[config.mk]
export PLATFORM = sky130hd
export DESIGN_NAME = ahb_slv_mem
export DESIGN_NICKNAME = d
export VERILOG_FILES = /design/src/rtl/ahb_slv_mem.sv
export SDC_FILE = /design/constraint.sdc
export NUM_CORES = 2
export LEC_CHECK = 0
export BUFFER_PORTS_ARGS = -buffer_cell sky130_fd_sc_hd__buf_2
export CAP_MARGIN = 20
export CORE_MARGIN = 3
export CORE_UTILIZATION = 55
export DETAILED_ROUTE_END_ITERATION = 10
export GPL_TIMING_DRIVEN = 0
export PLACE_DENSITY = 0.76
export SLEW_MARGIN = 30
export SYNTH_ARGS = -nofsm -noshare
export SYNTH_HDL_FRONTEND = slang
export SYNTH_SLANG_ARGS = --single-unit
[constraint.sdc]
create_clock -name hclk -period 4.9 [get_ports hclk]
set_input_delay 0.98 -clock hclk [delete_from_list [all_inputs] [get_ports hclk]]
set_output_delay 0.98 -clock hclk [all_outputs]
set_load 0.05 [all_outputs]
[src/rtl/ahb_slv_mem.sv]
// AHB-Lite slave backed by a resettable word memory, with optional wait
// states, byte/half/word writes and a two-cycle ERROR response.
module ahb_slv_mem #(
  parameter int MEM_DEPTH   = 64,
  parameter int WAIT_STATES = 0
) (
  input  logic        hclk,
  input  logic        hresetn,
  input  logic        hsel,
  input  logic        hwrite,
  input  logic        hready,
  input  logic [2:0]  hsize,
  input  logic [2:0]  hburst,
  input  logic [1:0]  htrans,
  input  logic [31:0] hwdata,
  input  logic [31:0] haddr,
  output logic        hready_resp,
  output logic [1:0]  hresp,
  output logic [31:0] hrdata
);

  localparam int          IDX_W     = (MEM_DEPTH > 1) ? $clog2(MEM_DEPTH) : 1;
  localparam int          AW        = IDX_W + 2;
  localparam logic [31:0] MEM_BYTES = 32'(MEM_DEPTH * 4);
  localparam logic [1:0]  WAIT_LAST = (WAIT_STATES > 0) ? 2'(WAIT_STATES - 1) : 2'd0;

  typedef enum logic [2:0] {IDLE, WAIT, DATA, ERR1, ERR2} state_t;

  state_t            state_reg, state_next;
  logic [1:0]        wait_cnt_reg, wait_cnt_next;
  logic [AW-1:0]     addr_reg;
  logic              write_reg;
  logic [1:0]        size_reg;
  logic              accept;
  logic              req_err;
  logic              mem_we;
  logic [3:0]        byte_en;
  logic [IDX_W-1:0]  mem_idx;
  logic [MEM_DEPTH*32-1:0] mem_flat;
  logic              unused_inputs;

  // Burst type is irrelevant here, and SEQ/NONSEQ are handled alike.
  assign unused_inputs = ^{hburst, htrans[0]};

  // New address phases are only taken when no data phase is still pending.
  assign accept = hsel && hready && htrans[1] &&
                  (state_reg == IDLE || state_reg == DATA || state_reg == ERR2);

  assign req_err = (hsize > 3'd2) ||
                   (hsize == 3'd1 && haddr[0]) ||
                   (hsize == 3'd2 && (haddr[1:0] != 2'b00)) ||
                   (haddr >= MEM_BYTES);

  always_comb begin
    state_next    = state_reg;
    wait_cnt_next = wait_cnt_reg;
    case (state_reg)
      IDLE, DATA, ERR2: begin
        wait_cnt_next = 2'd0;
        if (accept) begin
          if (req_err)              state_next = ERR1;
          else if (WAIT_STATES > 0) state_next = WAIT;
          else                      state_next = DATA;
        end else begin
          state_next = IDLE;
        end
      end
      WAIT: begin
        if (wait_cnt_reg == WAIT_LAST) begin
          state_next    = DATA;
          wait_cnt_next = 2'd0;
        end else begin
          wait_cnt_next = wait_cnt_reg + 2'd1;
        end
      end
      ERR1:    state_next = ERR2;
      default: state_next = IDLE;
    endcase
  end

  always_ff @(posedge hclk or negedge hresetn) begin
    if (!hresetn) begin
      state_reg    <= IDLE;
      wait_cnt_reg <= 2'd0;
      addr_reg     <= '0;
      write_reg    <= 1'b0;
      size_reg     <= 2'd0;
    end else begin
      state_reg    <= state_next;
      wait_cnt_reg <= wait_cnt_next;
      if (accept) begin
        addr_reg  <= haddr[AW-1:0];
        write_reg <= hwrite;
        size_reg  <= hsize[1:0];
      end
    end
  end

  assign mem_we  = (state_reg == DATA) && write_reg;
  assign mem_idx = addr_reg[AW-1:2];

  always_comb begin
    byte_en = 4'b1111;
    case (size_reg)
      2'd0:    byte_en = 4'b0001 << addr_reg[1:0];
      2'd1:    byte_en = addr_reg[1] ? 4'b1100 : 4'b0011;
      default: byte_en = 4'b1111;
    endcase
  end

  // Storage is flops rather than RAM because every word must clear on reset.
  generate
    for (genvar gi = 0; gi < MEM_DEPTH; gi++) begin : g_word
      logic [31:0] word_reg;
      always_ff @(posedge hclk or negedge hresetn) begin
        if (!hresetn) begin
          word_reg <= 32'd0;
        end else if (mem_we && mem_idx == IDX_W'(gi)) begin
          for (int b = 0; b < 4; b++) begin
            if (byte_en[b]) word_reg[8*b +: 8] <= hwdata[8*b +: 8];
          end
        end
      end
      assign mem_flat[32*gi +: 32] = word_reg;
    end
  endgenerate

  // Reading straight from storage makes a write in DATA visible to a read
  // whose data phase starts on the very next cycle.
  always_comb begin
    hready_resp = 1'b1;
    hresp       = 2'b00;
    hrdata      = 32'd0;
    case (state_reg)
      WAIT: hready_resp = 1'b0;
      DATA: if (!write_reg) hrdata = mem_flat[32*int'(mem_idx) +: 32];
      ERR1: begin
        hready_resp = 1'b0;
        hresp       = 2'b01;
      end
      ERR2: hresp = 2'b01;
      default: ;
    endcase
  end

endmodule

# After elaboration in Yosys (flattened, before gate mapping)
# Cells that the tools add are included.
# totals
reg_bits,2064
in_bits,77
out_inout_bits,35
wordCells,689
# classes
n_addsub,1
order_cmp,2
n_eq_ne,71
shifts,2
mux,12
n_reduce_logical,340
# op_table
operator,n
$shiftx 2048x12->32,1
$reduce_and 2->1,256
$eq 6x6->1 const B,32
$eq 6x5->1 const B,16
$logic_and 1x1->1,70
$mux 32,2
$eq 6x4->1 const B,8
$ge 32x9->1 const B,1
$eq 6x3->1 const B,4
$eq 6x2->1 const B,2
$eq 3x2->1 const B,3
$pmux 3 s3,1
$pmux 4 s2,1
$eq 3x1->1 const B,2
$eq 6x1->1 const B,1
$logic_not 6->1,1
$logic_or 1x1->1,5
$logic_not 2->1,2
$mux 2,2
$mux 4,1
$pmux 2 s2,1
$reduce_bool 2->1,2
$reduce_or 2->1,2
$shl 1x2->4 const A,1
other kinds (9),11

# Logic depth before layout (Yosys ltp)
# depth
ltp_word,8
ltp_mapped,9
mapped_depth_nobuf,5

# Worst setup path after synthesis
# OpenSTA, ideal clock, no wires.
# synth_timing
kind,register -> output
from,register addr_reg[2]
to,output hrdata[14]
arrival_ps,2795
required_ps,3920
path_slack_ps,1125
stages_incl_launch_ff,10
n_path_buf,5
cell_sequence,dfrtp_1 -> buf_2 -> buf_2 -> buf_2 -> buf_2 -> buf_2 -> mux2i_1 -> o22ai_1 -> nor3_1 -> o21ai_0
# synth_via
elab_chain_cells,3
# synth_lines
item,line,rtl
"start, declared",31,logic [AW-1:0] addr_reg;
"start signal, assigned",92,addr_reg <= haddr[AW-1:0];
$shiftx 2048x12->32,136,DATA: if (!write_reg) hrdata = mem_flat[32*int'(mem_idx) +: 32];
$mux 32,136,
$mux 32,134,case (state_reg)
"end, declared",19,output logic [31:0] hrdata
# Every way passes these cells.

# Final worst setup path
# layout_timing
from,register addr_reg[3]
to,output hrdata[0]
# Same word-level chain as after synthesis.

==> out/metrics.yaml <==
die:
  num_rows: 151
  num_io_pins: 112
  initial_core_util: 0.556
  die_w_um: 421
  dieArea_sq_um: 177000
  coreArea_sq_um: 170000
  die_height_um: 421
status:
  outcome: "complete, but fails checks"
  violations: "setup timing"
sta:
  finalMaxSlewViolations: 0
  hold_viol: 0
  worst_slack_ns: -0.0152
  min_period_over_period: 1.00
  fin_skew_ns: 0.0295
  setup-violations-final: 3
  slew_headroom: 0.133
  period_needed_ns: 4.92
  rsz0062_at_grt: "yes"
  fmax_ghz: 0.203
  tightest_slew_ns: 1.29
setup_path:
  cp_slowest_cell: "dfrtp_2"
  setup.worst_path.start_class: "flip-flop"
  critPathMaxFanout: 10
  cp.required_ns: 3.92
  slowest_delay_ns: 0.41
  reg2reg_from: "state_reg[2]"
  worstSetupPathType: "flip-flop to primary output"
  worstPathArrival_ns: 3.94
  cp_cell_sequence: "buf_8 -> buf_8 -> clkbuf_8 -> buf_16 -> clkbuf_8 -> mux4_2 -> a22oi_1 -> nand2_1 -> a22oi_2 -> o21ai_4 -> buf_4"
  critPathLaunch: "addr_reg[3]"
  end_kind: "primary output"
cells_and_area:
  largest_reg_flops: 2048
  fin_util: 0.629
  area_growth_pct: 13.1
  final_nets: 6336
  drive_gt1_frac: 0.547
routing:
  vias_per_cell: 6.73
  wl_per_cell_um: 34.6
  ant_nets: 0
  dr.pass1.iters: 6
  num_vias: 58300
  drt_iter0_drc: 6390
  wl_um: 300000
  drc: 0
synth:
  synth_flop_cell: "dfrtp_1"
  synth_top_family_by_area: "multiplexers"
  async_reset_ff_frac: 1.00
  syn-num-nets: 6033
  synth_cell_types: 50
  netlist_area_sq_um: 94500
  ys_seq_area_frac: 0.547
  syn_area_per_cell_sq_um: 15.9
  ys_warn_count: 0
  synth_compound_area_frac: 0.0235
  yosys_register_bits: 2064
  synth-edff-count: 0
  synth_fa_ha_area_frac: 0.000265
  yosysMostFrequentCell: "dfrtp_1"
  yosysTopAreaCellShare: 0.547
  synthSimpleGateAreaFrac: 0.0337
  synth_common_cells: "dfrtp_1, mux2_2, mux4_2"
  synth_top_area_cell: "dfrtp_1"
  synth_area_leaders: "dfrtp_1, mux2_2, mux4_2, a22oi_1, clkbuf_1"
  syn_inst: 5954
  synth_xor_area_frac: 0
  muxShareOfSynthArea: 0.375
clock_tree:
  clkTransAtPathRegs_ns: 0.06
  clock_sinks: 2064
  cts_buffers: 208
  htreeDepth: 4
  post-cts-setup-buffer-count: 0
  insertion_delay_ns: 0.86
  clock_path_buffers: 3
  cts_tree: "yes"
  root_buffer: "clkbuf_16"
grt:
  grt_max_degree: 130
  grt_pass1_vias: 60500
  antenna_found_initial: 25
  grt_usage: 0.344
  grt_overflow: 0
  grt_pass1_wl_um: 431000
placed_design:
  dpl_worst_slack_ns: -0.767
  dpl.hpwl_um: 208000
  port_buffers: 74
  place_congestion: 0.954
pwr:
  p_leak_nw: 46.8
  irDropWorstVdd_mv: 0.344
  pwr_density_cell_nw_per_um2: 408
flow_run:
  cap_viol_max_count: 0
worst_hold_path:
  worstHoldPathType: "primary input to async pin"
[kinds of logic after synthesis]
family | count (synthesis)
mux | 2635
flops | 2064
simple gates | 483
buf+inv | 468
compound gates | 301
fa+ha+maj | 2
other cells | 1
[what timing repair did]
action | in CTS | in global routing
resized for setup | 352 | 66
endpoints found under the setup margin | 32 | 28
hold buffers | 0 | 0
pin swaps | 5 | 7
[final timing paths]
kind | to | slack, ns | cells past startpoint
min in group hclk | addr_reg[4] | 0.36 | 2
hold / removal | g_word[57].word_reg[12] | 0.13 | 1
max in group asynchronous | g_word[34].word_reg[24] | 1.07 | 7
hold reg to reg | g_word[33].word_reg[29] | 0.49 | 1
setup / recovery | hrdata[0] | -0.02 | 11
setup reg to reg | g_word[33].word_reg[12] | 0.57 | 7
[worst max-delay path, delay by kind of cell, from the launching register on]
family / cells / cell delay (ns)
buffers and inverters: 6 / 1.32
and+or+nand+nor: 1 / 0.17
muxes: 1 / 0.35
AOI/OAI and AO/OA: 3 / 0.78
DFF: 1 / 0.41
[per-layer routing]
layer	wire, um	vias up	track usage
li1	-	23000	-
met1	114000	31600	0.445
met2	134000	2928	0.503
met3	31100	818	0.118
met4	20400	13	0.202
met5	368	-	0.00722
[cell type report]
cell class	instances	area, sq um
repair buffers	98	993
plain buffers	459	2700
well taps	2218	2780
clock buffers	306	6260
inverters	4	15.0
clock inverters	77	1040
flip-flops and latches	2064	51700
fillers	12100	63100
diodes	19	47.5
multi-input cells	3422	41400
[through the flow]
step	cell area [sq um]	setup TNS, ns	hold WS [ns]	power (mW)	std cells
5_1_grt	107000	-0.0146	0.163	44.8	8661
4_1_cts	107000	-0.230	0.112	43.4	8648
2_1_floorplan	94500	0	0.453	23.3	5954
6_report	107000	-0.0310	0.132	43.7	8667
3_5_place_dp	98400	-15.16	0.475	26.5	8270
3_3_place_gp	97600	-	0.465	26.3	8246
[where the power goes]
group / switching (mW) / internal [mW]
combinational: 5.04 / 3.27
sequential: 0.512 / 18.0
clock: 7.00 / 9.80
total: 12.6 / 31.1
[layout by cell type (no fill, tap or decap), types with 11 or more instances in the layout]
cell / count
clkbuf_4: 34
clkbuf_2: 39
a22o_1: 66
diode_2: 19
buf_1: 38
mux2_2: 2002
a22oi_1: 149
mux4_2: 512
nor3_2: 25
o22ai_1: 32
clkbuf_8: 78
buf_6: 31
buf_4: 57
buf_8: 15
nor3_4: 61
dfrtp_1: 2063
mux2i_2: 15
mux2_4: 32
a22oi_2: 11
mux2_1: 25
clkbuf_1: 238
nand2_2: 85
buf_2: 99
nor2_1: 29
nand2_1: 138
bufinv_16: 18
nor3_1: 15
nor2_2: 63
clkbuf_16: 211
mux2i_1: 41
buf_16: 20
clkinv_2: 40
o21ai_1: 15
Power figures use the tool's default switching activity.
